**config.mk**
```make
export PLATFORM = sky130hd
export DESIGN_NAME = ap_handshake_tracker
export DESIGN_NICKNAME = d
export VERILOG_FILES = /design/src/rtl/hs_track_pkg.sv /design/src/rtl/hs_track_fifo.sv /design/src/rtl/ap_handshake_tracker.sv
export SDC_FILE = /design/constraint.sdc
export NUM_CORES = 1
export LEC_CHECK = 0
export ABC_AREA = 1
export BUFFER_PORTS_ARGS = -buffer_cell sky130_fd_sc_hd__buf_2
export CAP_MARGIN = 40
export CORE_UTILIZATION = 24
export CTS_CLUSTER_SIZE = 12
export DETAILED_ROUTE_END_ITERATION = 12
export HOLD_SLACK_MARGIN = 0.02
export PLACE_DENSITY = 0.41
export SLEW_MARGIN = 20
export SYNTH_ARGS = -nofsm -noshare
export SYNTH_HDL_FRONTEND = slang
export SYNTH_SLANG_ARGS = --single-unit
```
**constraint.sdc**
```tcl
create_clock -name clock -period 31.8 [get_ports clock]
set_clock_uncertainty 0.15 [all_clocks]
set_input_delay 6.36 -clock clock [delete_from_list [all_inputs] [get_ports clock]]
set_output_delay 6.36 -clock clock [all_outputs]
set_load 0.01 [all_outputs]
```
**src/rtl/hs_track_pkg.sv**
```systemverilog
// Shared types and default sizes for the ap_ctrl_hs handshake tracker.
package hs_track_pkg;

  localparam int TS_W_DEF      = 32;
  localparam int OUT_DEPTH_DEF = 8;
  localparam int MAX_OUT_DEF   = 4;

  // Fields are sized for the widest timestamp; narrower trackers zero-extend.
  typedef struct packed {
    logic [TS_W_DEF-1:0] start_ts;
    logic [TS_W_DEF-1:0] done_ts;
    logic [TS_W_DEF-1:0] latency;
    logic [TS_W_DEF-1:0] interval;
  } rec_t;

  typedef struct packed {
    logic [TS_W_DEF-1:0] start_ts;
    logic [TS_W_DEF-1:0] interval;
  } inflight_t;

  typedef enum logic [1:0] {IDLE, RUN, DRAIN, DONE} state_t;

endpackage

```
**src/rtl/hs_track_fifo.sv**
```systemverilog
// Synchronous first-word-fall-through FIFO; the head is visible while not empty.
// A write into a full FIFO succeeds when a read happens in the same cycle.
module hs_track_fifo #(
  parameter int WIDTH = 8,
  parameter int DEPTH = 4,
  localparam int AW = (DEPTH > 1) ? $clog2(DEPTH) : 1,
  localparam int CW = $clog2(DEPTH + 1)
) (
  input  logic             clock,
  input  logic             reset,
  input  logic             wr_en,
  input  logic [WIDTH-1:0] wr_data,
  input  logic             rd_en,
  output logic [WIDTH-1:0] rd_data,
  output logic             full,
  output logic             empty,
  output logic [CW-1:0]    count
);

  logic [WIDTH-1:0] mem_reg [DEPTH];
  logic [AW-1:0]    wr_ptr_reg, rd_ptr_reg;
  logic [CW-1:0]    count_reg;
  logic             do_wr, do_rd;

  assign empty   = (count_reg == '0);
  assign full    = (count_reg == CW'(DEPTH));
  assign count   = count_reg;
  assign rd_data = mem_reg[rd_ptr_reg];
  assign do_rd   = rd_en & ~empty;
  assign do_wr   = wr_en & (~full | do_rd);

  function automatic logic [AW-1:0] ptr_inc(input logic [AW-1:0] p);
    return (p == AW'(DEPTH - 1)) ? '0 : p + AW'(1);
  endfunction

  always_ff @(posedge clock) begin
    if (reset) begin
      wr_ptr_reg <= '0;
      rd_ptr_reg <= '0;
      count_reg  <= '0;
    end else begin
      if (do_wr) wr_ptr_reg <= ptr_inc(wr_ptr_reg);
      if (do_rd) rd_ptr_reg <= ptr_inc(rd_ptr_reg);
      case ({do_wr, do_rd})
        2'b10:   count_reg <= count_reg + CW'(1);
        2'b01:   count_reg <= count_reg - CW'(1);
        default: count_reg <= count_reg;
      endcase
    end
  end

  always_ff @(posedge clock) begin
    if (do_wr) mem_reg[wr_ptr_reg] <= wr_data;
  end

endmodule

```
**src/rtl/ap_handshake_tracker.sv**
```systemverilog
// Tracks one kernel's ap_ctrl_hs handshake and streams one timing record per
// completed transaction (start, done, latency, start-to-start interval).
module ap_handshake_tracker
  import hs_track_pkg::*;
#(
  parameter int TS_W      = TS_W_DEF,
  parameter int OUT_DEPTH = OUT_DEPTH_DEF,
  parameter int MAX_OUT   = MAX_OUT_DEF
) (
  input  logic            clock,
  input  logic            reset,
  input  logic            enable,
  input  logic            finish,
  input  logic            ap_start,
  input  logic            ap_ready,
  input  logic            ap_done,
  input  logic            ap_continue,
  output logic            rec_valid,
  input  logic            rec_ready,
  output logic [TS_W-1:0] rec_start_ts,
  output logic [TS_W-1:0] rec_done_ts,
  output logic [TS_W-1:0] rec_latency,
  output logic [TS_W-1:0] rec_interval,
  output logic            err_overflow,
  output logic            err_orphan,
  output logic            err_excess,
  output logic [15:0]     drop_count,
  output logic            drained
);

  localparam int QCW = $clog2(MAX_OUT + 1);
  localparam int OCW = $clog2(OUT_DEPTH + 1);

  state_t          state_reg;
  logic [TS_W-1:0] cyc_reg, last_start_reg;
  logic            have_start_reg;
  logic            err_overflow_reg, err_orphan_reg, err_excess_reg, drained_reg;
  logic [15:0]     drop_count_reg;

  logic            run, start_ev, done_ev, bypass, orphan, excess;
  logic [TS_W-1:0] interval, latency;
  logic            q_clear, q_push, q_pop, q_full, q_empty;
  logic [QCW-1:0]  q_count;
  inflight_t       q_wr, q_head;
  logic            o_push, o_pop, o_drop, o_full, o_empty;
  logic [OCW-1:0]  o_count;
  rec_t            rec_in, o_head;
  logic            unused_bits;

  assign run      = (state_reg == RUN);
  assign start_ev = run & ap_start & ap_ready;
  assign done_ev  = run & ap_done & ap_continue;

  // A done with nothing in flight pairs with a same-cycle start (zero latency).
  assign q_pop    = done_ev & ~q_empty;
  assign bypass   = done_ev & q_empty & start_ev;
  assign orphan   = done_ev & q_empty & ~start_ev;
  assign q_push   = start_ev & ~bypass & (~q_full | q_pop);
  assign excess   = start_ev & q_full & ~q_pop;
  assign interval = have_start_reg ? cyc_reg - last_start_reg : '0;
  assign latency  = cyc_reg - q_head.start_ts[TS_W-1:0];
  assign q_clear  = reset | (state_reg == DRAIN);
  assign q_wr     = '{start_ts: TS_W_DEF'(cyc_reg), interval: TS_W_DEF'(interval)};

  always_comb begin
    rec_in         = '0;
    rec_in.done_ts = TS_W_DEF'(cyc_reg);
    if (bypass) begin
      rec_in.start_ts = TS_W_DEF'(cyc_reg);
      rec_in.interval = TS_W_DEF'(interval);
    end else begin
      rec_in.start_ts = q_head.start_ts;
      rec_in.latency  = TS_W_DEF'(latency);
      rec_in.interval = q_head.interval;
    end
  end

  assign o_push = q_pop | bypass;
  assign o_pop  = ~o_empty & rec_ready;
  assign o_drop = o_push & o_full & ~o_pop;

  hs_track_fifo #(.WIDTH($bits(inflight_t)), .DEPTH(MAX_OUT)) u_inflight (
    .clock   (clock),
    .reset   (q_clear),
    .wr_en   (q_push),
    .wr_data (q_wr),
    .rd_en   (q_pop),
    .rd_data (q_head),
    .full    (q_full),
    .empty   (q_empty),
    .count   (q_count)
  );

  hs_track_fifo #(.WIDTH($bits(rec_t)), .DEPTH(OUT_DEPTH)) u_out (
    .clock   (clock),
    .reset   (reset),
    .wr_en   (o_push),
    .wr_data (rec_in),
    .rd_en   (rec_ready),
    .rd_data (o_head),
    .full    (o_full),
    .empty   (o_empty),
    .count   (o_count)
  );

  always_ff @(posedge clock) begin
    if (reset) begin
      state_reg        <= IDLE;
      cyc_reg          <= '0;
      last_start_reg   <= '0;
      have_start_reg   <= 1'b0;
      err_overflow_reg <= 1'b0;
      err_orphan_reg   <= 1'b0;
      err_excess_reg   <= 1'b0;
      drop_count_reg   <= '0;
      drained_reg      <= 1'b0;
    end else begin
      case (state_reg)
        IDLE: if (enable) state_reg <= RUN;
        RUN: begin
          cyc_reg <= cyc_reg + TS_W'(1);
          if (finish) state_reg <= DRAIN;
        end
        DRAIN: if (o_empty) begin
          state_reg   <= DONE;
          drained_reg <= 1'b1;
        end
        default: ;
      endcase
      if (start_ev) begin
        last_start_reg <= cyc_reg;
        have_start_reg <= 1'b1;
      end
      if (orphan) err_orphan_reg <= 1'b1;
      if (excess) err_excess_reg <= 1'b1;
      if (o_drop) begin
        err_overflow_reg <= 1'b1;
        if (drop_count_reg != 16'hFFFF) drop_count_reg <= drop_count_reg + 16'd1;
      end
    end
  end

  assign rec_valid    = ~o_empty;
  assign rec_start_ts = rec_valid ? o_head.start_ts[TS_W-1:0] : '0;
  assign rec_done_ts  = rec_valid ? o_head.done_ts[TS_W-1:0]  : '0;
  assign rec_latency  = rec_valid ? o_head.latency[TS_W-1:0]  : '0;
  assign rec_interval = rec_valid ? o_head.interval[TS_W-1:0] : '0;
  assign err_overflow = err_overflow_reg;
  assign err_orphan   = err_orphan_reg;
  assign err_excess   = err_excess_reg;
  assign drop_count   = drop_count_reg;
  assign drained      = drained_reg;

  // Occupancy counts and the upper field bits of narrow trackers are not needed.
  assign unused_bits = ^{q_count, o_count, q_head, o_head};

endmodule

```
==> results of run 1 <==
-- logic make-up after synthesis --
logic type	Yosys count	synth area share, %
simple gates	1867	12.53
flops	1389	68.50
fa+ha+maj	90	1.950
buf+inv	583	3.876
xor+xnor	27	0.3988
compound gates	1401	12.75
-- cells in the mapped netlist, drive strengths merged --
cell	count	area, um2
a211oi	4	30.03
a21o	3	22.52
a21oi	161	813.3
a31oi	135	844.6
a32o	3	30.03
a32oi	1	8.760
and2	2	12.51
and3	7	43.79
buf	90	446.7
clkbuf	206	774.5
dfxtp	109	2182
edfxtp	1280	38440
fa	4	80.08
ha	86	1076
inv	287	1077
nand2	570	2152
nand2b	1	6.260
nand3	83	425.4
nand3b	9	67.56
nand4	31	209.0
nor2	1114	4197
nor3	36	207.7
nor3b	2	31.28
nor4	4	25.02
o211a	1	10.01
o21a	5	37.54
o21ai	896	4484
o21bai	8	60.06
o221ai	1	8.760
o22a	26	227.7
o22ai	157	982.2
or2	6	37.54
or3	2	12.51
xnor2	10	87.58
xor2	17	148.9
-- cells in the final DEF (no fill, tap or decap), drive strengths merged, types with 4 or more instances in the layout --
cell,n
a21oi,161
ha,86
nor3,36
bufinv,6
xnor2,10
xor2,17
o22a,26
o21bai,8
fa,4
o22ai,157
or2,6
o21a,5
nand3b,9
edfxtp,1280
buf,307
nor4,4
a211oi,4
dfxtp,109
nand4,31
o21ai,896
a31oi,135
nor2,1114
and3,7
clkbuf,202
nand3,83
clkinv,82
inv,289
nand2,570
-- worst paths after layout --
path | from | depth (start not counted) | end
worst max-delay path | flip-flop | 10 | rec_start_ts[1]
worst min-delay path | drained | 2 | drained
worst max register to register | flip-flop | 16 | u_out.mem_reg[5][50]
worst min register to register | drained | 2 | drained
-- cell type report --
type	count	area [um2]
diodes	3	7.507
clock buffers	197	4144
clock inverters	91	877.1
fillers	25510	176300
inverters	287	1104
multi-input cells	3385	16470
flip-flops and latches	1389	40630
well taps	3220	4029
repair buffers	312	2117
-- per-layer routing --
layer  routed length, um  vias up  global-route usage, %
met5                   0        -                      0
met4                2657        0                  2.926
met3                7402      185                  2.294
met2               90140      733                  25.01
met1               84090    20130                  19.22
li1                    -    19400                      -
-- critical path: stages, from the launching register on --
cell and delay [ns]:
dfxtp_4 0.54, inv_8 0.51, buf_4 0.66, buf_4 0.70
buf_4 0.38, buf_16 0.30, o21ai_0 0.13, o22ai_1 0.17
o21ai_0 0.10, a31oi_1 0.45, buf_2 0.23
-- per-stage QoR --
step	utilization, %	worst slack [ns]	total power [mW]	cell area, um2	instances
finish	28.24	20.10	5.311	69380	8884
floorplan	-	15.08	2.988	59300	5357
global route	28.23	19.70	5.618	69370	8882
CTS	28.20	19.92	5.421	69280	8868
detailed placement	26.15	20.79	3.642	64260	8580
global placement	25.98	20.59	3.620	63840	8541
-- where the power goes --
part           internal [mW]  total, mW  switching [mW]
Sequential              2.02       2.06          0.0326
Clock                  0.985       1.76           0.774
Combinational          0.429       1.50            1.07
==> results.yml, run 1 <==
route:
  routed_via_density: 4.554
  vias: 40460
  postRouteWirelength_um: 184300
  remaining_drc_errors: 0
  drt_first_pass_iters: 7
  ant_nets: 0
  detail_route.wl_per_cell_um: 20.74
  drt_iter0_markers: 3063
power_and_ir_drop:
  irDropWorstVdd_mv: 0.05695
  cellPowerDensity_nw_per_um2: 76.54
  power_leakage_nw: 24.25
timing:
  hold_slack_ns: 0.3037
  setup_tns_ns: 0
  finalSetupViolCount: 0
  fin_crit_sh_pct: 36.79
  hold_viol: 0
  period_needed_ns: 11.70
  maxSlewHeadroom_pct: 37.28
  final_max_slew_viol_count: 0
  max_freq_ghz: 0.08547
  grt_setup_unrepaired: "no"
  worst_pin_slew_ns: 0.9407
floorplanning:
  start_util_pct: 24.13
  core_um2: 245700
  die_h_um: 499.1
  pin_count: 158
  core.rowCount: 182
  die_w_um: 499.1
  die-area_um2: 249100
clock_tree:
  cts_buffers: 158
  root_buffer: "clkbuf_16"
  cts_tree: "done"
  post_cts_resized: 0
  cts_hold_buf: 0
  cts_max_level: 4
  clk_latency_ns: 0.82
  cts_setup_buffers: 0
  clk_path_buf_depth: 3
  clk_pin_slew_worst_paths_ns: 0.06
  cts_sinks: 1389
run:
  drv_cap: 0
setup_path:
  worst-setup-path-type: "reg -> out"
  cp_max_fo: 96
  crit_path_end_kind: "primary output"
  crit_arrival_ns: 5.19
  worstSetupStartpointType: "flip-flop"
  regToRegSetupSlack_ns: 26.84
  crit_required_ns: 25.29
status:
  status: "finished, final reports clean"
placed_design:
  port_buffers: 157
  dpl.hpwl_um: 109800
  place_congestion: 0.8729
yosys:
  syn_area_um2: 59300
  syn_avg_cell_area_um2: 11.07
  synth_cell_types: 50
  syn_nets: 5456
  synth-warning-count: 0
  ys_seq_area_share_pct: 68.50
  synth_cells: 5357
  ys_seq_elements: 1389
layout:
  nets: 5632
  area_delta_synth_final_pct: 17.00
  drive_gt1_share_pct: 10.12
  largest_register_ffs: 1024
grt:
  track_usage_pct: 14.55
  grt_max_degree: 126
  antenna_found_initial: 8
  grt_pass1_wl_um: 273000
  grt_overflow: 0
  grt_pass1_vias: 40400
min_path:
  hold_class: "reg -> reg"
No activity file was read; power rests on OpenSTA's default activity.
==> run 2, diff against run 1 <==
==> constraint.sdc (replaced) <==
create_clock -name clock -period 12.1 [get_ports clock]
set_clock_uncertainty 0.15 [all_clocks]
set_input_delay 2.42 -clock clock [delete_from_list [all_inputs] [get_ports clock]]
set_output_delay 2.42 -clock clock [all_outputs]
set_load 0.01 [all_outputs]
==> run 2 against run 1 <==
Net effect:
- sequential share of layout area about the same
- critical endpoint is now rec_latency[10]
- flip-flop and latch count unchanged
- largest power group unchanged
- first-iteration DRC count down 0.69%
- clock-buffer cell count up 11
- die area unchanged
- register-to-register slack worse by 20 ns
==> results.yml, run 2 (synthesized netlist as in run 1, its figures left out) <==
status:
  status: "finished, final reports clean"
route:
  drt_iter0_markers: 3042
  postRouteWirelength_um: 184500
  vias: 40530
  drt_first_pass_iters: 6
  remaining_drc_errors: 0
  routed_via_density: 4.572
  detail_route.wl_per_cell_um: 20.81
  ant_nets: 0
setup_path:
  worst-setup-path-type: "reg -> out"
  reg2reg_depth: 12
  crit_arrival_ns: 4.57
  r2r_start: "state_reg[1]"
  timing.rr.end: "u_out.mem_reg[4][46]"
  regToRegSetupSlack_ns: 7.01
  cp_max_fo: 72
  worstSetupStartpointType: "flip-flop"
  crit_path_end_kind: "primary output"
  crit_required_ns: 9.53
timing:
  grt_setup_unrepaired: "no"
  max_freq_ghz: 0.1400
  final_max_slew_viol_count: 0
  hold_viol: 0
  setup_tns_ns: 0
  fin_crit_sh_pct: 59.01
  period_needed_ns: 7.140
  worst_pin_slew_ns: 1.217
  finalSetupViolCount: 0
  maxSlewHeadroom_pct: 18.87
  fin_ws_ns: 4.960
clock_tree:
  post_cts_resized: 0
  cts_tree: "done"
  root_buffer: "clkbuf_16"
  cts_buffers: 161
  cts_hold_buf: 0
  cts_setup_buffers: 0
  cts_sinks: 1389
  clk_pin_slew_worst_paths_ns: 0.05
  clk_latency_ns: 0.84
  cts_max_level: 4
  clk_path_buf_depth: 3
floorplanning:
  die-area_um2: 249100
  core_um2: 245700
  core.rowCount: 182
  start_util_pct: 24.13
  pin_count: 158
  die_h_um: 499.1
  die_w_um: 499.1
placed_design:
  place_congestion: 0.8550
  place_area_um2: 64230
  place_ws_ns: 5.539
  port_buffers: 157
  dpl.hpwl_um: 108800
grt:
  grt_max_degree: 220
  met3_usage_pct: 2.192
  use_met2_pct: 24.69
  grt_pass1_vias: 40340
  grt_overflow: 0
  antenna_found_initial: 5
  busiest_layer: "met2"
  grt_util_met1_pct: 19.31
  track_usage_pct: 14.55
  grt_pass1_wl_um: 272700
layout:
  fillerInstances: 25380
  drive_gt1_share_pct: 9.947
  area_delta_synth_final_pct: 16.94
  mostFrequentLayoutCell: "edfxtp_1"
  final_cell_mix: "edfxtp_1, nor2_1, o21ai_0"
  design_area_um2: 69340
  largest_register_ffs: 1024
  nets: 5624
min_path:
  min_from: "drained"
  hold_class: "reg -> reg"
  holdPathStages: 2
  min_to: "drained"
run:
  drv_cap: 0
power_and_ir_drop:
  irDropWorstVdd_mv: 0.1856
  cellPowerDensity_nw_per_um2: 200.8
  power_leakage_nw: 24.20
-- run 2: changes by cell type in the layout (fill, tap and decap cells not counted), sizes merged --
cell / change
buf: -10
bufinv: -4
clkbuf: +10
clkinv: -21
clkinvlp: +3
diode: +1
inv: +1
-- run 2: worst max-delay path by stage --
stage / startpoint / endpoint / slack [ns] / depth (start not counted)
5_1_grt: flip-flop / rec_latency[8] / 4.67 / 8
4_1_cts: flip-flop / rec_latency[10] / 4.83 / 8
6_report: flip-flop / rec_latency[10] / 4.96 / 8
3_5_place_dp: ap_continue / u_out.mem_reg[4][46] / 5.54 / 11
2_1_floorplan: ap_continue / u_out.mem_reg[0][0] / 2.78 / 8
3_3_place_gp: ap_continue / u_out.mem_reg[4][45] / 5.60 / 11
-- run 2: where the power goes --
part	internal (mW)	switching, mW	total [mW]
Sequential	5.32	0.0491	5.37
Combinational	1.13	2.82	3.95
Clock	2.58	2.03	4.61
-- run 2: metrics by stage --
stage / hold WS, ns / total power [mW] / utilization [%] / instances
after detailed placement: 0.2956 / 9.532 / 26.14 / 8571
after floorplan: 0.2831 / 7.852 / - / 5357
after global routing: 0.3304 / 14.74 / 28.22 / 8861
after CTS: 0.3054 / 14.19 / 28.17 / 8849
final: 0.3045 / 13.93 / 28.22 / 8864
after global placement: 0.2977 / 9.511 / 26.00 / 8537
-- run 2: layout make-up --
class | count | area, um2 | share of cell area, %
Sequential cell | 1389 | 40630 | 58.60
Multi-Input combinational cell | 3385 | 16480 | 23.77
Clock buffer | 208 | 4317 | 6.225
Tap cell | 3220 | 4029 | 5.810
Timing Repair Buffer | 301 | 2105 | 3.035
Inverter | 287 | 1104 | 1.591
Clock inverter | 70 | 664.4 | 0.9581
Antenna cell | 4 | 10.01 | 0.01444
-- run 2: worst max-delay path, stage by stage, from the launching register on --
cell	delay (ns)
dfxtp_4	0.55
buf_4	0.58
buf_4	0.65
buf_4	0.70
o21ai_0	0.20
o22ai_1	0.19
o21ai_0	0.10
a31oi_1	0.38
buf_2	0.21
-- run 2: routing by layer --
layer | part of all wire [%] | wire (um) | vias to the layer above
met2 | 48 | 89110 | 734
met4 | 2.0 | 3699 | 0
li1 | - | - | 19380
met3 | 3.8 | 7011 | 226
met1 | 46 | 84670 | 20190
met5 | 0 | 0 | -
